File: config.mk
export PLATFORM = sky130hd
export DESIGN_NAME = stacker_seq_ctrl_flat
export DESIGN_NICKNAME = d
export VERILOG_FILES = /design/src/rtl/stacker_pkg.sv /design/src/rtl/stacker_seq_ctrl_if.sv /design/src/rtl/stacker_pix_walk.sv /design/src/rtl/stacker_seq_ctrl.sv /design/src/flat_wrapper.sv
export SDC_FILE = /design/constraint.sdc
export NUM_CORES = 1
export LEC_CHECK = 0
export ABC_AREA = 1
export ABC_CLOCK_PERIOD_IN_PS = 2350
export CAP_MARGIN = 20
export CORE_MARGIN = 2
export CORE_UTILIZATION = 58
export CTS_CLUSTER_DIAMETER = 30
export DETAILED_ROUTE_END_ITERATION = 6
export GPL_TIMING_DRIVEN = 0
export PLACE_DENSITY = 0.81
export SYNTH_ARGS = -nofsm -noshare
export SYNTH_HDL_FRONTEND = slang
export SYNTH_SLANG_ARGS = --single-unit
File: constraint.sdc
create_clock -name clk -period 2.35 [get_ports clk]
set_clock_uncertainty 0.1 [all_clocks]
set_input_delay 0.235 -clock clk [delete_from_list [all_inputs] [get_ports clk]]
set_output_delay 0.235 -clock clk [all_outputs]
set_load 0.02 [all_outputs]
File: src/rtl/stacker_pkg.sv
// rtl/stacker_pkg.sv - shared state encoding, direction and colour constants for the stacker
package stacker_pkg;

    typedef enum logic [3:0] {
        IDLE      = 4'd0,
        IDLE_WAIT = 4'd1,
        PLOT      = 4'd2,
        HOLD      = 4'd3,
        ERASE     = 4'd4,
        MOVE      = 4'd5,
        LATCH     = 4'd6,
        WIN       = 4'd7,
        OVER      = 4'd8,
        CLEAR     = 4'd9
    } state_t;

    localparam logic DIR_RIGHT = 1'b0;
    localparam logic DIR_LEFT  = 1'b1;

    localparam int ERASE_COLOUR = 0;

endpackage

File: src/rtl/stacker_seq_ctrl_if.sv
// rtl/stacker_seq_ctrl_if.sv - pixel write bus towards the VGA adapter
interface stacker_seq_ctrl_if #(
    parameter int X_W      = 8,
    parameter int Y_W      = 7,
    parameter int COLOUR_W = 3
);
    logic [X_W-1:0]      x;
    logic [Y_W-1:0]      y;
    logic [COLOUR_W-1:0] colour;
    logic                writeEn;

    modport master (output x, output y, output colour, output writeEn);
    modport slave  (input  x, input  y, input  colour, input  writeEn);
endinterface

File: src/rtl/stacker_pix_walk.sv
// rtl/stacker_pix_walk.sv - raster counter over one block, shared by plot and erase
module stacker_pix_walk
    import stacker_pkg::*;
#(
    parameter int BLK_W = 4,
    parameter int BLK_H = 4,
    localparam int PX_W = (BLK_W > 1) ? $clog2(BLK_W) : 1,
    localparam int PY_W = (BLK_H > 1) ? $clog2(BLK_H) : 1
) (
    input  logic            clk,
    input  logic            resetn,
    input  logic            en,
    input  logic            clr,
    output logic [PX_W-1:0] px_nxt,
    output logic [PY_W-1:0] py_nxt,
    output logic            last
);
    localparam logic [PX_W-1:0] PX_LAST = PX_W'(BLK_W - 1);
    localparam logic [PY_W-1:0] PY_LAST = PY_W'(BLK_H - 1);

    logic [PX_W-1:0] px_q, px_d;
    logic [PY_W-1:0] py_q, py_d;

    assign last   = (px_q == PX_LAST) && (py_q == PY_LAST);
    assign px_nxt = px_d;
    assign py_nxt = py_d;

    // advance in raster order; the last pixel wraps both counters back to the origin
    always_comb begin
        px_d = px_q;
        py_d = py_q;
        if (clr) begin
            px_d = '0;
            py_d = '0;
        end else if (en) begin
            if (px_q == PX_LAST) begin
                px_d = '0;
                py_d = (py_q == PY_LAST) ? '0 : py_q + PY_W'(1);
            end else begin
                px_d = px_q + PX_W'(1);
            end
        end
    end

    // counter registers
    always_ff @(posedge clk or negedge resetn) begin
        if (!resetn) begin
            px_q <= '0;
            py_q <= '0;
        end else begin
            px_q <= px_d;
            py_q <= py_d;
        end
    end

endmodule

File: src/rtl/stacker_seq_ctrl.sv
// rtl/stacker_seq_ctrl.sv - plot/hold/erase/move stacking sequencer with row latching
module stacker_seq_ctrl
    import stacker_pkg::*;
#(
    parameter int COLS         = 16,
    parameter int NUM_ROWS     = 8,
    parameter int BLK_W        = 4,
    parameter int BLK_H        = 4,
    parameter int DELAY_CYCLES = 12500000,
    parameter int X_W          = 8,
    parameter int Y_W          = 7,
    parameter int COLOUR_W     = 3,
    parameter logic [COLOUR_W-1:0] BLK_COLOUR = COLOUR_W'(3'b111)
) (
    input  logic                        clk,
    input  logic                        resetn,
    input  logic                        start,
    input  logic                        stop,
    stacker_seq_ctrl_if.master          pix,
    output logic [$clog2(NUM_ROWS)-1:0] row_idx,
    output logic                        win,
    output logic                        game_over,
    output logic [3:0]                  state_dbg
);
    localparam int COL_W = $clog2(COLS);
    localparam int ROW_W = $clog2(NUM_ROWS);
    localparam int DLY_W = (DELAY_CYCLES > 1) ? $clog2(DELAY_CYCLES) : 1;
    localparam int PX_W  = (BLK_W > 1) ? $clog2(BLK_W) : 1;
    localparam int PY_W  = (BLK_H > 1) ? $clog2(BLK_H) : 1;

    localparam logic [COL_W-1:0] COL_LAST = COL_W'(COLS - 1);
    localparam logic [ROW_W-1:0] ROW_LAST = ROW_W'(NUM_ROWS - 1);
    localparam logic [DLY_W-1:0] DLY_LAST = DLY_W'(DELAY_CYCLES - 1);

    state_t            state_q, state_d;
    logic [COL_W-1:0]  col_q, col_d;
    logic [COL_W-1:0]  prev_col_q, prev_col_d;
    logic              dir_q, dir_d;
    logic [ROW_W-1:0]  row_q, row_d;
    logic [DLY_W-1:0]  dly_q, dly_d;
    logic              stop_pend_q, stop_pend_d;
    logic              stop_q;
    logic              win_q, win_d;
    logic              game_over_q, game_over_d;
    logic [X_W-1:0]    x_q, x_d;
    logic [Y_W-1:0]    y_q, y_d;

    logic              walk;
    logic              walk_last;
    logic              stop_edge;
    logic [PX_W-1:0]   px_nxt;
    logic [PY_W-1:0]   py_nxt;

    assign walk      = (state_q == PLOT) || (state_q == ERASE);
    assign stop_edge = stop & ~stop_q;

    stacker_pix_walk #(
        .BLK_W (BLK_W),
        .BLK_H (BLK_H)
    ) u_pix_walk (
        .clk    (clk),
        .resetn (resetn),
        .en     (walk),
        .clr    (~walk),
        .px_nxt (px_nxt),
        .py_nxt (py_nxt),
        .last   (walk_last)
    );

    assign pix.writeEn = walk;
    assign pix.colour  = (state_q == PLOT) ? BLK_COLOUR : COLOUR_W'(ERASE_COLOUR);
    assign pix.x       = x_q;
    assign pix.y       = y_q;
    assign row_idx     = row_q;
    assign win         = win_q;
    assign game_over   = game_over_q;
    assign state_dbg   = state_q;

    // next-state, board position and flag updates
    always_comb begin
        state_d     = state_q;
        col_d       = col_q;
        prev_col_d  = prev_col_q;
        dir_d       = dir_q;
        row_d       = row_q;
        dly_d       = dly_q;
        stop_pend_d = stop_pend_q;
        win_d       = win_q;
        game_over_d = game_over_q;
        case (state_q)
            IDLE: begin
                if (start) state_d = IDLE_WAIT;
            end
            IDLE_WAIT: begin
                if (!start) state_d = PLOT;
            end
            PLOT: begin
                if (stop_edge) stop_pend_d = 1'b1;
                if (walk_last) state_d = HOLD;
            end
            HOLD: begin
                if (stop_edge || stop_pend_q) begin
                    state_d     = LATCH;
                    stop_pend_d = 1'b0;
                    dly_d       = '0;
                end else if (dly_q == DLY_LAST) begin
                    state_d = ERASE;
                    dly_d   = '0;
                end else begin
                    dly_d = dly_q + DLY_W'(1);
                end
            end
            ERASE: begin
                if (stop_edge) stop_pend_d = 1'b1;
                if (walk_last) state_d = MOVE;
            end
            MOVE: begin
                if (stop_edge) stop_pend_d = 1'b1;
                if (dir_q == DIR_RIGHT) begin
                    if (col_q == COL_LAST) begin
                        dir_d = DIR_LEFT;
                        col_d = COL_W'(COLS - 2);
                    end else begin
                        col_d = col_q + COL_W'(1);
                    end
                end else begin
                    if (col_q == '0) begin
                        dir_d = DIR_RIGHT;
                        col_d = COL_W'(1);
                    end else begin
                        col_d = col_q - COL_W'(1);
                    end
                end
                state_d = PLOT;
            end
            LATCH: begin
                if ((row_q != '0) && (col_q != prev_col_q)) begin
                    state_d     = OVER;
                    game_over_d = 1'b1;
                end else if (row_q == ROW_LAST) begin
                    state_d = WIN;
                    win_d   = 1'b1;
                end else begin
                    prev_col_d = col_q;
                    row_d      = row_q + ROW_W'(1);
                    col_d      = '0;
                    dir_d      = DIR_RIGHT;
                    dly_d      = '0;
                    state_d    = PLOT;
                end
            end
            WIN, OVER: begin
                if (start) state_d = CLEAR;
            end
            CLEAR: begin
                row_d       = '0;
                col_d       = '0;
                dir_d       = DIR_RIGHT;
                prev_col_d  = '0;
                win_d       = 1'b0;
                game_over_d = 1'b0;
                dly_d       = '0;
                stop_pend_d = 1'b0;
                state_d     = IDLE_WAIT;
            end
            default: begin
                state_d = IDLE;
            end
        endcase
    end

    // pixel address follows the next position so it lines up with writeEn
    always_comb begin
        x_d = X_W'(32'(col_d) * 32'(BLK_W) + 32'(px_nxt));
        y_d = Y_W'((32'(NUM_ROWS - 1) - 32'(row_d)) * 32'(BLK_H) + 32'(py_nxt));
    end

    // state, position, flags and registered outputs
    always_ff @(posedge clk or negedge resetn) begin
        if (!resetn) begin
            state_q     <= IDLE;
            col_q       <= '0;
            prev_col_q  <= '0;
            dir_q       <= DIR_RIGHT;
            row_q       <= '0;
            dly_q       <= '0;
            stop_pend_q <= 1'b0;
            stop_q      <= 1'b0;
            win_q       <= 1'b0;
            game_over_q <= 1'b0;
            x_q         <= '0;
            y_q         <= '0;
        end else begin
            state_q     <= state_d;
            col_q       <= col_d;
            prev_col_q  <= prev_col_d;
            dir_q       <= dir_d;
            row_q       <= row_d;
            dly_q       <= dly_d;
            stop_pend_q <= stop_pend_d;
            stop_q      <= stop;
            win_q       <= win_d;
            game_over_q <= game_over_d;
            x_q         <= x_d;
            y_q         <= y_d;
        end
    end

endmodule

File: src/flat_wrapper.sv
// flat-port wrapper written by rule: the top's interface ports become plain ports
module stacker_seq_ctrl_flat import stacker_pkg::*;
#(
    parameter int COLS         = 16,
    parameter int NUM_ROWS     = 8,
    parameter int BLK_W        = 4,
    parameter int BLK_H        = 4,
    parameter int DELAY_CYCLES = 12500000,
    parameter int X_W          = 8,
    parameter int Y_W          = 7,
    parameter int COLOUR_W     = 3,
    parameter logic [COLOUR_W-1:0] BLK_COLOUR = COLOUR_W'(3'b111)
)
  (clk, resetn, start, stop, row_idx, win, game_over, state_dbg, pix_x, pix_y, pix_colour, pix_writeEn);
  stacker_seq_ctrl_if #(.X_W(X_W), .Y_W(Y_W), .COLOUR_W(COLOUR_W)) pix_i ();
  input  logic clk;
  input  logic resetn;
  input  logic start;
  input  logic stop;
  output logic [$clog2(NUM_ROWS)-1:0] row_idx;
  output logic win;
  output logic game_over;
  output logic [3:0] state_dbg;
  output wire logic [$bits(pix_i.x)-1:0] pix_x;
  output wire logic [$bits(pix_i.y)-1:0] pix_y;
  output wire logic [$bits(pix_i.colour)-1:0] pix_colour;
  output wire logic [$bits(pix_i.writeEn)-1:0] pix_writeEn;
  assign pix_x = pix_i.x;
  assign pix_y = pix_i.y;
  assign pix_colour = pix_i.colour;
  assign pix_writeEn = pix_i.writeEn;
  stacker_seq_ctrl #(.COLS(COLS), .NUM_ROWS(NUM_ROWS), .BLK_W(BLK_W), .BLK_H(BLK_H), .DELAY_CYCLES(DELAY_CYCLES), .X_W(X_W), .Y_W(Y_W), .COLOUR_W(COLOUR_W), .BLK_COLOUR(BLK_COLOUR)) u_core (.clk(clk), .resetn(resetn), .start(start), .stop(stop), .pix(pix_i), .row_idx(row_idx), .win(win), .game_over(game_over), .state_dbg(state_dbg));
endmodule
==> results of run 1 <==
-- timing repair --
action | in CTS | in global routing
endpoints found under the hold margin | 22 | 0
setup endpoints to repair | 0 | 3
gates resized for setup | 0 | 5
hold buffers | 1 | 0
-- layout make-up --
type / instances / area (um^2)
multi-input combinational: 354 / 1700
clock buffer: 6 / 82.6
clock inverter: 2 / 38.8
sequential: 51 / 1280
timing repair buffer: 29 / 303
buffer: 14 / 103
inverter: 78 / 295
tap: 72 / 90.1
fill: 478 / 1650
-- how the worst max path moves through the flow --
stage | from | end | slack (ns) | cells after the start
3_3_place_gp | resetn | u_core.dly_q[22] | -0.53 | 1
2_1_floorplan | u_core.state_dbg[3] | u_core.state_dbg[1] | 0.59 | 12
5_1_grt | u_core.state_dbg[3] | pix_colour[0] | 0.08 | 4
4_1_cts | u_core.state_dbg[0] | pix_colour[2] | 0.06 | 5
6_report | u_core.state_dbg[3] | pix_colour[0] | 0.19 | 4
3_5_place_dp | stop | u_core.state_dbg[2] | 0.18 | 9
-- cells in the final DEF, fill, tap and decap left out, types with 2 or more instances in the layout --
master             n
dfrtp_1           49
o21ai_0           14
nand2_1          147
buf_2              5
clkdlybuf4s50_1   23
nand2_4            4
clkbuf_8           6
nand4_1           24
buf_4              8
inv_1             74
nor3_1             9
nor2_1            58
inv_2              2
conb_1             4
dfrtp_2            2
buf_6              2
or2_2              3
ha_1               7
a21oi_1            7
o22ai_1            2
nand3_1           47
nor2_2             3
dlymetal6s2s_1     3
xor2_1             6
o21ai_1            8
-- worst reg2reg max path: stages, from the launching register on --
cell and delay (ns):
dfrtp_1 0.46, ha_1 0.22, nand2_1 0.08, nor2_1 0.32
nand3_1 0.23, nor3_1 0.28, nand3_1 0.13, nand2_1 0.07
nand2_1 0.05, nor2_1 0.08
-- registers in the layout (all words and copies together), names as in the netlist --
signal / count
u_core.stop_q: 1
u_core.prev_col_q: 4
u_core.u_pix_walk.py_q: 1
u_core.col_q: 4
u_core.pix.y: 4
u_core.stop_pend_q: 1
u_core.game_over: 1
u_core.pix.x: 1
u_core.dly_q: 24
u_core.dir_q: 1
u_core.u_pix_walk.px_q: 1
u_core.row_idx: 3
u_core.win: 1
u_core.state_dbg: 4
-- report_power, final --
group / leakage (nW) / total [mW] / switching (mW) / internal (mW)
Sequential: 0.678 / 1.49 / 0.352 / 1.14
Combinational: 1.22 / 1.99 / 1.25 / 0.745
Clock: 0.0618 / 0.654 / 0.303 / 0.351
-- through the flow --
step	setup WS [ns]	hold slack, ns	total power, mW	area, um^2	TNS [ns]
after floorplan	0.588	-0.161	2.81	3380	0
after global placement	-0.532	0.344	3.41	3740	-27.04
after detailed placement	0.180	0.148	3.49	3750	0
after CTS	0.0646	0.279	4.15	3880	0
after global routing	0.0840	0.285	4.46	3890	0
final	0.187	0.291	4.14	3890	0
-- routing by layer --
| metal | GRT usage | vias to the layer above |
|---|---|---|
| li1 | - | 1632 |
| met4 | 0.0661 | 0 |
| met5 | 0 | - |
| met2 | 0.441 | 101 |
| met3 | 0.0416 | 8 |
| met1 | 0.386 | 1524 |
-- kinds of logic (layout without fill, tap and decap cells) --
group | Yosys count | after routing | synth area share
adders and majority gates | 7 | 7 | 0.0260
AOI/OAI and AO/OA | 34 | 34 | 0.0536
buffers and inverters | 92 | 129 | 0.118
and+or+nand+nor | 302 | 302 | 0.404
xor gates and xnor gates | 7 | 7 | 0.0182
DFF | 51 | 51 | 0.379
other | 1 | 4 | 0.00111
==> flow_metrics.env, run 1 <==
export IMPL_synth_top_cell_area_share=0.379
export IMPL_path_cells="nor2_1 -> nand3_1 -> inv_1 -> clkdlybuf4s50_1"
export IMPL_crit_type="reg2out"
export IMPL_setup_violations=0
export IMPL_status="completed"
export IMPL_reg2reg_slack_ns=0.29
export IMPL_synth_largest_area_cell="dfrtp_1"
export IMPL_grt_use_total=0.273
export IMPL_grt_pass1_vias=3000
export IMPL_hold_path_depth=1
export IMPL_core_area_mm2=0.00554
export IMPL_dr_pass1_iters=5
export IMPL_ctsRootBufferMaster="clkbuf_8"
export IMPL_antenna_left=0
export IMPL_fin_cells=606
export IMPL_rr_worst_depth=9
export IMPL_start_util=0.607
export IMPL_hold_viol=0
export IMPL_yosysWarnings=0
export IMPL_arrival_ns=1.83
export IMPL_ios=32
export IMPL_synthCells=494
export IMPL_wire_per_inst_um=13.3
export IMPL_nets=544
export IMPL_dieArea_mm2=0.00643
export IMPL_min_period_ns=2.16
export IMPL_worstHoldEndpoint="u_core.stop_q"
export IMPL_powerDensity_mw_per_mm2=1060
export IMPL_critPathTopFamily="buffers and inverters"
export IMPL_met1_length_mm=3.79
export IMPL_path_clk_slew_ns=0.10
export IMPL_ys_types=34
export IMPL_ys_ff_latch=51
export IMPL_drc=0
export IMPL_tightestPinTransition_ns=0.624
export IMPL_r2r_end="u_core.dly_q[22]"
export IMPL_rows=27
export IMPL_cts_setup_buffers=0
export IMPL_ys_flop_type="dfrtp_1"
export IMPL_synth_common_cells="nand2_1 (147), inv_1 (74), nor2_1 (58)"
export IMPL_cts_htree_levels=2
export IMPL_gp_congestion=0.972
export IMPL_cts_tree="yes"
export IMPL_dp_cells=597
export IMPL_routed_via_density=5.39
export IMPL_maxUsedRoutingLayer="met4"
export IMPL_n_antenna_cell=0
export IMPL_avgSynthCellArea_um2=6.81
export IMPL_drtIter0Drc=313
export IMPL_p_leak_nw=1.96
export IMPL_finalCritPeriodShare=0.920
export IMPL_critPathRequiredTime_ns=2.02
export IMPL_slew_violations=0
export IMPL_vias=3265
export IMPL_clk_latency_ns=0.31
export IMPL_wl_met2_mm=3.75
export IMPL_slowest_stage="clkdlybuf4s50_1"
export IMPL_antenna_found_initial=0
export IMPL_critPathCaptureType="output port"
export IMPL_hold_start="stop"
export IMPL_synth_area_leaders="dfrtp_1 (38%), nand2_1 (16%), inv_1 (8.3%)"
export IMPL_postSynth_asyncResetShare=1.00
export IMPL_crit_fanout=6
export IMPL_die_width_um=80.2
export IMPL_hold_path_class="in2reg"
export IMPL_rsz0062_at_grt="no"
export IMPL_irDropWorstVdd_mv=0.589
export IMPL_port_buffers=27
export IMPL_ys_seq_area_frac=0.379
export IMPL_clockBufferDepth=2
export IMPL_drive_above_1_share=0.0843
export IMPL_gr_total_overflow=0
export IMPL_grt_max_degree=30
export IMPL_utilization=0.703
export IMPL_die_height_um=80.2
export IMPL_slowest_delay_ns=0.63
export IMPL_area_growth_pct=15.7
export IMPL_worstSetupStartpointType="register"
export IMPL_wl_mm=8.06
export IMPL_grt_pass1_wl_mm=13.8
export IMPL_routed_wl_met3_um=444
export IMPL_slew_headroom=0.581
export IMPL_path_buf_inv=2
export IMPL_synth_most_common_cell="nand2_1"
export IMPL_cts_buffers=5
export IMPL_synth_area_mm2=0.00336
export IMPL_synth_edf_count=0
export IMPL_timing_max_cap_violations=0
export IMPL_max_clock_freq_mhz=462
export IMPL_r2r_start="u_core.dly_q[0]"
export IMPL_dp_hpwl_mm=6.13
export IMPL_cts_num_sinks=51
Note: power is estimated with default switching activity, not from simulation.
==> run 2, diff against run 1 <==
- ABC_CLOCK_PERIOD_IN_PS: 2350 -> 2400
- clock period: 2.35 -> 2.4 ns (I/O delays scaled with it)
==> run 2 against run 1 <==
First-iteration DRC count shrank 7.3%; combinational power decreased by 2%; core utilization down 0.14 points; count of clock-buffer cells in the layout is the same; worst hold slack improved by 0.0016 ns; sequential cell count stayed put; power down 1.9%; wire length is 0.61% higher; highest routed layer unchanged.
==> flow_metrics.env, run 2 (same netlist as run 1, synthesis figures left out) <==
export IMPL_fin_cells=606
export IMPL_hold_viol=0
export IMPL_drtIter0Drc=290
export IMPL_crit_type="reg2out"
export IMPL_slew_headroom=0.582
export IMPL_antenna_left=0
export IMPL_antenna_found_initial=0
export IMPL_critPathRequiredTime_ns=2.06
export IMPL_seqCellArea_mm2=0.00128
export IMPL_powerDensity_mw_per_mm2=1040
export IMPL_gr_total_overflow=0
export IMPL_grt_max_degree=30
export IMPL_vias=3264
export IMPL_timing_max_cap_violations=0
export IMPL_multiInputGateArea_mm2=0.00170
export IMPL_slew_violations=0
export IMPL_n_fill_cell=480
export IMPL_dp_hpwl_mm=6.13
export IMPL_die_width_um=80.2
export IMPL_p_total_mw=4.06
export IMPL_drc=0
export IMPL_die_height_um=80.2
export IMPL_rows=27
export IMPL_n_antenna_cell=0
export IMPL_dp_cells=597
export IMPL_gp_congestion=0.972
export IMPL_path_clk_slew_ns=0.11
export IMPL_dieArea_mm2=0.00643
export IMPL_largest_register="u_core.dly_q"
export IMPL_status="completed"
export IMPL_clk_latency_ns=0.31
export IMPL_largest_reg_flops=24
export IMPL_cts_num_sinks=51
export IMPL_clockBufferDepth=2
export IMPL_grt_pass1_wl_mm=13.8
export IMPL_cts_tree="yes"
export IMPL_finalCritPeriodShare=0.950
export IMPL_grt_pass1_vias=3000
export IMPL_cts_buffers=5
export IMPL_core_area_mm2=0.00554
export IMPL_arrival_ns=1.94
export IMPL_port_buffers=27
export IMPL_ctsRootBufferMaster="clkbuf_8"
export IMPL_tightestPinTransition_ns=0.622
export IMPL_mostFrequentLayoutCells="nand2_1 (147), inv_1 (74), nor2_1 (58)"
export IMPL_start_util=0.607
export IMPL_cts_setup_buffers=0
export IMPL_worstSetupStartpointType="register"
export IMPL_drive_above_1_share=0.0805
export IMPL_min_period_ns=2.28
export IMPL_layout_commonest_cell="nand2_1"
export IMPL_dr_pass1_iters=5
export IMPL_nets=544
export IMPL_routed_via_density=5.39
export IMPL_crit_fanout=8
export IMPL_p_leak_nw=1.93
export IMPL_wl_mm=8.11
export IMPL_rsz0062_at_grt="no"
export IMPL_critPathCaptureType="output port"
export IMPL_ios=32
export IMPL_cts_htree_levels=2
export IMPL_max_clock_freq_mhz=439
export IMPL_irDropWorstVdd_mv=0.573
export IMPL_hold_path_class="in2reg"
export IMPL_wire_per_inst_um=13.4
export IMPL_grt_use_total=0.273
export IMPL_setup_violations=0
export IMPL_area_growth_pct=15.5
run 2: changes by cell type in the layout (fill, tap and decap cells not counted), sizes merged:
cell | before | now
clkdlybuf4s50 | 23 | 25
dlymetal6s2s | 3 | 1
run 2: final timing paths:
check	from	endpoint	slack, ns	depth (start not counted)
worst max-delay path	u_core.state_dbg[0]	pix_colour[2]	0.12	5
worst max register to register	u_core.dly_q[0]	u_core.dly_q[22]	0.33	9
worst min register to register	u_core.u_pix_walk.px_q[0]	u_core.u_pix_walk.px_q[0]	0.37	1
min in group asynchronous	resetn	u_core.u_pix_walk.py_q[0]	0.33	2
max in group asynchronous	resetn	u_core.dly_q[11]	1.31	3
worst min-delay path	stop	u_core.stop_q	0.29	1
run 2: layout make-up:
cell class,instances,share of cell area
plain buffers,14,0.0264
repair buffers,29,0.0767
flip-flops and latches,51,0.329
clock inverters,2,0.00998
multi-input cells,354,0.438
inverters,78,0.0760
well taps,72,0.0232
clock buffers,6,0.0213
run 2: report_power, final:
part	internal (mW)	leakage (nW)	switching, mW	total [mW]
Sequential	1.11	0.680	0.343	1.46
Combinational	0.732	1.19	1.22	1.95
Clock	0.344	0.0618	0.301	0.645
run 2: timing repair:
item | 4_1_cts | 5_1_grt
hold buffers | 1 | 0
setup endpoints to repair | 0 | 1
resized for setup | 0 | 1
hold endpoints to repair | 22 | 0
run 2: per-stage QoR:
stage,worst slack (ns),cell area (um^2),TNS (ns),hold slack [ns],util
floorplan,0.638,3380,0,-0.156,-
detailed placement,0.225,3750,0,0.153,0.677
CTS,0.110,3880,0,0.284,0.701
finish,0.121,3880,0,0.293,0.701
global placement,-0.487,3740,-24.74,0.344,0.674
global route,0.00266,3880,0,0.288,0.701
run 2: per-layer routing:
layer / share of wire / wire, um / global-route usage / vias to the layer above
li1: - / - / - / 1636
met1: 0.47 / 3820 / 0.386 / 1512
met2: 0.46 / 3760 / 0.441 / 107
met3: 0.056 / 451 / 0.0416 / 9
met4: 0.0096 / 78 / 0.0661 / 0
met5: 0 / 0 / 0 / -
run 2: worst max-delay path, stage by stage, from the launching register on:
cell and delay, ns:
dfrtp_1 0.50, inv_1 0.15, nand3_1 0.11, inv_1 0.15, buf_4 0.13, clkdlybuf4s50_1 0.59
